<file path="config.mk">
export PLATFORM = sky130hd
export DESIGN_NAME = event_serializer_8
export DESIGN_NICKNAME = d
export VERILOG_FILES = /design/src/rtl/encoder_pkg.sv /design/src/rtl/pick_onehot_8.sv /design/src/rtl/event_serializer_8.sv
export SDC_FILE = /design/constraint.sdc
export NUM_CORES = 1
export LEC_CHECK = 0
export ABC_AREA = 1
export BUFFER_PORTS_ARGS = -buffer_cell sky130_fd_sc_hd__clkbuf_2
export CAP_MARGIN = 20
export CORE_MARGIN = 2
export CORE_UTILIZATION = 55
export DETAILED_ROUTE_END_ITERATION = 10
export PLACE_DENSITY = 0.79
export REMOVE_ABC_BUFFERS = 1
export SKIP_LAST_GASP = 1
export SYNTH_ARGS = -nofsm -noshare
export SYNTH_HDL_FRONTEND = slang
export SYNTH_SLANG_ARGS = --single-unit
</file>
<file path="constraint.sdc">
create_clock -name clk -period 2.4 [get_ports clk]
set_input_delay 0.12 -clock clk [delete_from_list [all_inputs] [get_ports clk]]
set_output_delay 0.12 -clock clk [all_outputs]
set_load 0.02 [all_outputs]
</file>
<file path="src/rtl/encoder_pkg.sv">
// encoder_pkg: shared constants and state type for 8-line event arbitration
package encoder_pkg;
  localparam int NLINES = 8;
  localparam int IDXW = 3;
  typedef enum logic {IDLE, PRESENT} state_t;
endpackage

</file>
<file path="src/rtl/pick_onehot_8.sv">
// pick_onehot_8: picks one set request, round-robin from ptr or lowest index first
module pick_onehot_8
  import encoder_pkg::*;
(
  input  logic [NLINES-1:0] req,
  input  logic [IDXW-1:0]   ptr,
  input  logic              rr,
  output logic [NLINES-1:0] gnt,
  output logic [IDXW-1:0]   idx,
  output logic              any
);
  logic [IDXW-1:0] w_base;
  logic [IDXW-1:0] w_j;
  // scan downward in offset so the smallest offset from the base wins
  always_comb begin
    w_base = rr ? ptr : '0;
    w_j = '0;
    idx = '0;
    for (int i = NLINES - 1; i >= 0; i--) begin
      w_j = w_base + IDXW'(i);
      if (req[w_j]) idx = w_j;
    end
    any = |req;
    gnt = any ? NLINES'(1) << idx : '0;
  end
endmodule

</file>
<file path="src/rtl/event_serializer_8.sv">
// event_serializer_8: latches 8 event lines and presents them one-hot, one at a time
module event_serializer_8
  import encoder_pkg::*;
#(
  parameter bit EDGE = 1'b1,
  parameter bit RR   = 1'b1
) (
  input  logic              clk,
  input  logic              rst_n,
  input  logic [NLINES-1:0] evt,
  input  logic [NLINES-1:0] mask,
  input  logic              ack,
  input  logic              ovf_clr,
  output logic [NLINES-1:0] onehot,
  output logic              en,
  output logic [NLINES-1:0] pend,
  output logic [NLINES-1:0] ovf
);
  state_t            r_state, w_state_d;
  logic [NLINES-1:0] r_evt_q, r_pend, r_ovf, r_onehot;
  logic [NLINES-1:0] w_hit, w_clr, w_gnt, w_onehot_d;
  logic [IDXW-1:0]   r_ptr, r_idx, w_idx;
  logic              r_en, w_en_d, w_any, w_load, w_adv;

  assign w_hit  = evt & ~mask & (EDGE ? ~r_evt_q : '1);
  assign w_load = (r_state == IDLE) && w_any;
  assign w_adv  = (r_state == PRESENT) && ack;
  assign w_clr  = w_load ? w_gnt : '0;

  // selection looks only at registered pending flags
  pick_onehot_8 u_pick (
    .req(r_pend),
    .ptr(r_ptr),
    .rr (RR),
    .gnt(w_gnt),
    .idx(w_idx),
    .any(w_any)
  );

  // state register
  always_ff @(posedge clk or negedge rst_n) begin
    if (!rst_n) r_state <= IDLE;
    else r_state <= w_state_d;
  end

  // next state: load a grant from IDLE, return to IDLE on ack
  always_comb w_state_d = w_load ? PRESENT : (w_adv ? IDLE : r_state);

  // next grant outputs, held stable while presenting
  always_comb begin
    w_onehot_d = w_load ? w_gnt : (w_adv ? '0 : r_onehot);
    w_en_d = w_load | (r_en & ~w_adv);
  end

  // capture, overflow, grant registers and round-robin pointer
  always_ff @(posedge clk or negedge rst_n) begin
    if (!rst_n) begin
      r_evt_q  <= '0;
      r_pend   <= '0;
      r_ovf    <= '0;
      r_onehot <= '0;
      r_en     <= 1'b0;
      r_idx    <= '0;
      r_ptr    <= '0;
    end else begin
      r_evt_q  <= evt;
      r_pend   <= (r_pend & ~w_clr) | w_hit;
      r_ovf    <= (r_ovf & ~{NLINES{ovf_clr}}) | (w_hit & r_pend & ~w_clr);
      r_onehot <= w_onehot_d;
      r_en     <= w_en_d;
      if (w_load) r_idx <= w_idx;
      if (w_adv) r_ptr <= r_idx + 1'b1;
    end
  end

  assign onehot = r_onehot;
  assign en     = r_en;
  assign pend   = r_pend;
  assign ovf    = r_ovf;
endmodule
</file>
Word-level counts from Yosys, hierarchy flattened
Index checks and enable logic that the tools add are counted.
Storage, ports and cells
  register bits: 40
  bits in latches: 0
  bits in writable memories: 0
  memory bits (read-only): 0
  bits of input ports: 20
  output and inout port bits: 25
  logic and storage cells: 75
  memories kept: 0
Cells by class
  add/sub/neg operators: 8
  $mul: 0
  divide/modulo/power cells: 0
  magnitude comparators: 8
  eq/ne operators: 0
  shift-type cells: 1
  mux-type cells: 30
  bitwise logic cells: 16
  reductions and logical operators: 4
Operator list (count)
  bitwise AND 8 bit: 6
  less-than comparator 3 x 4 -> 1 bit (second input constant): 8
  2-to-1 mux 8 bit: 4
  NOT 8 bit: 4
  binary-select mux 1 bit (select 3 bit): 8
  2-to-1 mux 3 bit: 8
  OR 8 bit: 2
  adder 3 bit (second input constant): 4
  2-to-1 mux 1 bit: 10
  OR reduction 8 bit: 1
  << shifter 1 x 3 -> 8 bit (first input constant): 1
  adder 3 x 1 -> 3 bit (second input constant): 2
  adder 3 x 2 -> 3 bit (second input constant): 2
  logical AND 1 bit: 2
  NOT 1 bit: 2
  nonzero test 2 bit: 1
  bitwise AND 1 bit: 1
  OR 1 bit: 1

Depth between registers and ports, before layout
  word-level depth: 17
  gate-level depth with buffers: 22
  depth with buffers taken out: 21

Cells and area by module
From an unflattened synthesis, not the netlist that was laid out.
Second synthesis, totals
  cells, all modules: 346
  area, all modules: 2497.4 um2
By module, submodules not included
  event_serializer_8: times used 1, cells each 160, area an instance 1527.7 um2, sequential area each 1001.0 um2
  pick_onehot_8: times used 1, cells each 186, area an instance 969.7 um2, sequential area each 0.0 um2

Least setup slack after synthesis
No wires, ideal clock.
  kind: register -> register
  start: register r_ptr[1]
  end: register r_pend[3], in the netlist pend[3]
  setup time: 0.118 ns
  data arrival time: 2.092 ns
  slack: 0.190 ns
  stages on the path, launching flop included: 23
  period minus slack after synthesis: 2.210 ns
  path through: dfrtp_1 buf_6 inv_6 ha_1 buf_2 inv_2 nand3_2 nand3_2 nand2_2 inv_2 nand2_1 nand2_1 nand2_1 nand2_1 nand2_1 nand2_2 nand2_2 nand2_4 inv_4 nor2_4 nand2_2 nand2_1 nand2_1
Between the ends
  word-level cells in the longest chain between the ends: 17
  elaborated cells between the ends (all ways): 37
  those cells by class: add/sub: 7; shift: 1; mux: 26; bitwise: 3
Ends and longest elaborated chain
  start: declaration: RTL line event_serializer_8.sv:22  | logic [IDXW-1:0] r_ptr, r_idx, w_idx;
  start signal: assignment: RTL line event_serializer_8.sv:72  | if (w_adv) r_ptr <= r_idx + 1'b1;
  adder 3 bit: RTL line pick_onehot_8.sv:20  | w_j = w_base + IDXW'(i);
  binary-select mux 1 bit (select 3 bit): RTL line pick_onehot_8.sv:21  | if (req[w_j]) idx = w_j;
  2-to-1 mux 1 bit (implied by the code): RTL line pick_onehot_8.sv:21
  2-to-1 mux 3 bit (7 in series): RTL line pick_onehot_8.sv:21
  2-to-1 mux 3 bit *: RTL line pick_onehot_8.sv:21
  << shifter 1 x 3 -> 8 bit *: RTL line pick_onehot_8.sv:24  | gnt = any ? NLINES'(1) << idx : '0;
  2-to-1 mux 8 bit *: RTL line pick_onehot_8.sv:24
  2-to-1 mux 8 bit *: RTL line event_serializer_8.sv:28  | assign w_clr = w_load ? w_gnt : '0;
  NOT 8 bit *: RTL line event_serializer_8.sv:67  | r_pend <= (r_pend & ~w_clr) | w_hit;
  bitwise AND 8 bit *: RTL line event_serializer_8.sv:67
  OR 8 bit *: RTL line event_serializer_8.sv:67
  end signal: assignment: RTL line event_serializer_8.sv:67
  end: declaration: RTL line event_serializer_8.sv:20  | logic [NLINES-1:0] r_evt_q, r_pend, r_ovf, r_onehot;
Mark *: on every way between the ends. The rest lies on a longest branch, timed or not. The select of a mux whose other input is x is not followed.
A chain may end at the register's enable or synchronous reset.

Worst setup path after layout
  start: register r_ptr[1]
  end: register r_ovf[1], in the netlist ovf[1]
Between the ends
  word-level cells in the longest chain between the ends: 17
  elaborated cells between the ends (all ways): 37
  those cells by class: add/sub: 7; shift: 1; mux: 26; bitwise: 3
Ends and longest elaborated chain
  adder 3 bit: RTL line pick_onehot_8.sv:20
  binary-select mux 1 bit (select 3 bit): RTL line pick_onehot_8.sv:21
  2-to-1 mux 1 bit (implied by the code): RTL line pick_onehot_8.sv:21
  2-to-1 mux 3 bit (7 in series): RTL line pick_onehot_8.sv:21
  2-to-1 mux 3 bit *: RTL line pick_onehot_8.sv:21
  << shifter 1 x 3 -> 8 bit *: RTL line pick_onehot_8.sv:24
  2-to-1 mux 8 bit *: RTL line pick_onehot_8.sv:24
  2-to-1 mux 8 bit *: RTL line event_serializer_8.sv:28
  NOT 8 bit *: RTL line event_serializer_8.sv:68  | r_ovf <= (r_ovf & ~{NLINES{ovf_clr}}) | (w_hit & r_pend & ~w_clr);
  bitwise AND 8 bit *: RTL line event_serializer_8.sv:68
  OR 8 bit *: RTL line event_serializer_8.sv:68
  end signal: assignment: RTL line event_serializer_8.sv:68
  end: declaration: RTL line event_serializer_8.sv:20
Marks and branches as above.

==> key figures <==
Logic synthesis
  – Netlist Area Pre-Place: 2390 um^2
  – Average cell area after synthesis: 7.90 um^2
  – Distinct cells, synth: 24
  – Mapped Cells: 302
  – FF+latch count, synth: 40
  – YS warnings: 0
  – Seq/Total Area, Yosys: 42.0%

CTS
  – Clk sink count: 40
  – Clock-pin slew on the worst setup and hold paths: 80 ps
  – Clock Tree Buf Depth: 2
  – Total CTS buffers: 5
  – H-tree depth: 2
  – Clk_lat worst skew: 290 ps
  – CTS tree: yes
  – Root Buffer: clkbuf_8

Floorplanning
  – Area of the core: 4090 um^2
  – Die ar.: 4880 um^2
  – Die height: between 60 and 70 um
  – Core Rows: 23
  – Chip width: around 70 um
  – Ports: 45
  – Initial core utilization: 58.4%

STA
  – Worst Clk Skew: approximately 10 ps
  – Final slew viol count: 0
  – # setup viols final: 0
  – Slew Limit Headroom: 67.1%
  – Tightest Pin Transition: 492 ps
  – Final Cycle Share: 93.2%
  – Min Tclk post-route: approximately 2200 ps
  – Final hold viol count: 0
  – F_max: approximately 0.45 GHz
  – Final hold slack: 17.7 ps

Routing
  – Final ANT Viol Nets: 0
  – Vias: 2174
  – Vias per inst: 5.20
  – Initial DRC Count: 93
  – Mean routed wirelength per cell: about 14 um
  – WL final: 5740 um
  – Drc violations: 0
  – First-pass DRT Iterations: 4

Layout
  – Area occupied by multi-input gates: 1230 um^2
  – Ant diodes: 0
  – Share of cells above drive strength 1: 37.0%
  – Fin util: 72.4%
  – Fin cells: 418
  – Layout Nets: 390
  – Final instance area: 2960 um^2
  – Reg area: around 1000 um^2
  – Layout area overhead: 24.0%
  – Fillers: 324

Setup path
  – Setup crit end kind: flop
  – CP Max Fanout: 5
  – Worst setup SP type: flop
  – Worst EP arrival: 2420 ps
  – WS Path Type: flop to flop
  – Worst endpoint required time: between 2000 and 3000 ps

Placed design
  – GP Congestion: between 0.8 and 0.9
  – IO buf count: 44
  – DP Area: approximately 2700 um^2
  – Post-detail-place hpwl: between 4000 and 5000 um
  – Dpl cells: 395

Flow run
  – Max_cap viols: 0

Global route
  – Initial antenna violation count: 0
  – First-pass GRT wire length: 9890 um
  – Largest net degree at the start of global routing: between 40 and 50
  – GRT Resource Usage Total: 25.4%
  – Number of global-route vias before repair: around 2200
  – Grt total ovfl: 0

Worst hold path
  – Min-Delay Path Class: input port to flop

Run status
  – Status: finished, final reports clean
[stage by stage]
step                worst slack [ps]  setup TNS [ps]
finish                           162               0
CTS                             50.2               0
detailed placement              11.7               0
floorplan                      -57.0            -395
global placement                95.3               0
global route                   -2.24           -2.24
[sequential cells by signal, indices dropped and copies added, names as in the netlist]
name / cells
r_evt_q: 8
r_ptr: 3
en: 1
r_state: 1
r_idx: 3
onehot: 8
pend: 8
ovf: 8
[final timing paths]
check,startpoint,end,slack (ps),cells after the start
worst max-delay path,r_ptr[1],ovf[1],160,20
worst min-delay path,ack,r_state,20,2
worst max register to register,r_ptr[1],ovf[1],160,20
worst min register to register,ovf[1],ovf[1],470,2
max in group asynchronous,rst_n,r_ptr[1],1740,3
min in group asynchronous,rst_n,onehot[5],210,2
[worst max-delay path: stages (launching register included)]
cell,delay (ps)
dfrtp_2,450
buf_6,140
ha_4,150
inv_2,40
nand2_1,50
nand2_2,120
inv_2,50
nand3_2,60
nand2_1,60
inv_1,40
nand2_1,50
nand2_1,70
nand2_1,50
nand2_1,50
nand2_1,60
nand2_2,100
nand2_2,70
a21oi_4,250
nand3_2,140
nand2_1,90
nand2_1,50
[layout make-up]
| class | instances | share of cell area, % |
|---|---|---|
| multi-input cells | 222 | 41.7 |
| repair buffers | 64 | 14.0 |
| clock buffers | 6 | 2.45 |
| flip-flops and latches | 40 | 33.9 |
| inverters | 34 | 4.74 |
| clock inverters | 2 | 1.18 |
| well taps | 50 | 2.11 |
[layout by cell type (no fill, tap or decap), types with 2 or more instances in the layout]
master and n:
inv_1 24, clkbuf_2 44, or3b_2 8, nand3_2 22, nand3_1 25, nand2_2 24, inv_2 6, nor2_1 13
nor2_4 2, dlygate4sd3_1 9, o21ai_0 5, inv_4 3, buf_4 8, a21oi_1 6, nand2_4 2, dfrtp_1 39
a21oi_4 2, ha_4 2, clkbuf_8 5, nand2_1 106, buf_6 2
[Yosys cell counts]
library cell,number,area (um^2)
a21oi_1,6,30.0
a21oi_4,2,32.5
buf_2,1,5.00
buf_6,3,33.8
clkbuf_1,2,7.51
dfrtp_1,40,1000
ha_1,3,37.5
inv_1,25,93.8
inv_2,6,22.5
inv_4,2,12.5
inv_6,1,8.76
nand2_1,107,402
nand2_2,23,144
nand2_4,2,22.5
nand3_1,26,130
nand3_2,21,210
nor2_1,13,48.8
nor2_2,1,6.26
nor2_4,2,22.5
nor3_1,1,5.00
nor4_1,1,6.26
o21ai_0,5,25.0
or3b_2,8,70.1
xnor2_1,1,8.76
[repair_timing]
item	in CTS	in global routing
pin swaps	0	9
endpoints found under the hold margin	19	0
gates resized for setup	1	10
buffers inserted	0	5
hold buffers	9	0
cloned	0	0
endpoints found under the setup margin	1	20
[routing by layer]
layer | up-vias | track usage, % | wire (um)
met2 | 79 | 42.3 | 2850
met3 | 14 | 5.34 | 296
met4 | 0 | 9.40 | 132
li1 | 1079 | - | -
met1 | 1002 | 32.5 | 2460
met5 | - | 0 | 0
[kinds of logic (layout without fill, tap and decap cells)]
family	Yosys count	in the layout	share of synthesized area [%]
simple gates	205	205	44.7
fa+ha+maj	3	3	1.57
buf+inv	40	106	7.71
xor+xnor	1	1	0.367
flops	40	40	42.0
compound gates	13	13	3.67
Power is not shown: default switching activity piles up to over one toggle a cycle in this logic, so the estimate is an artifact.
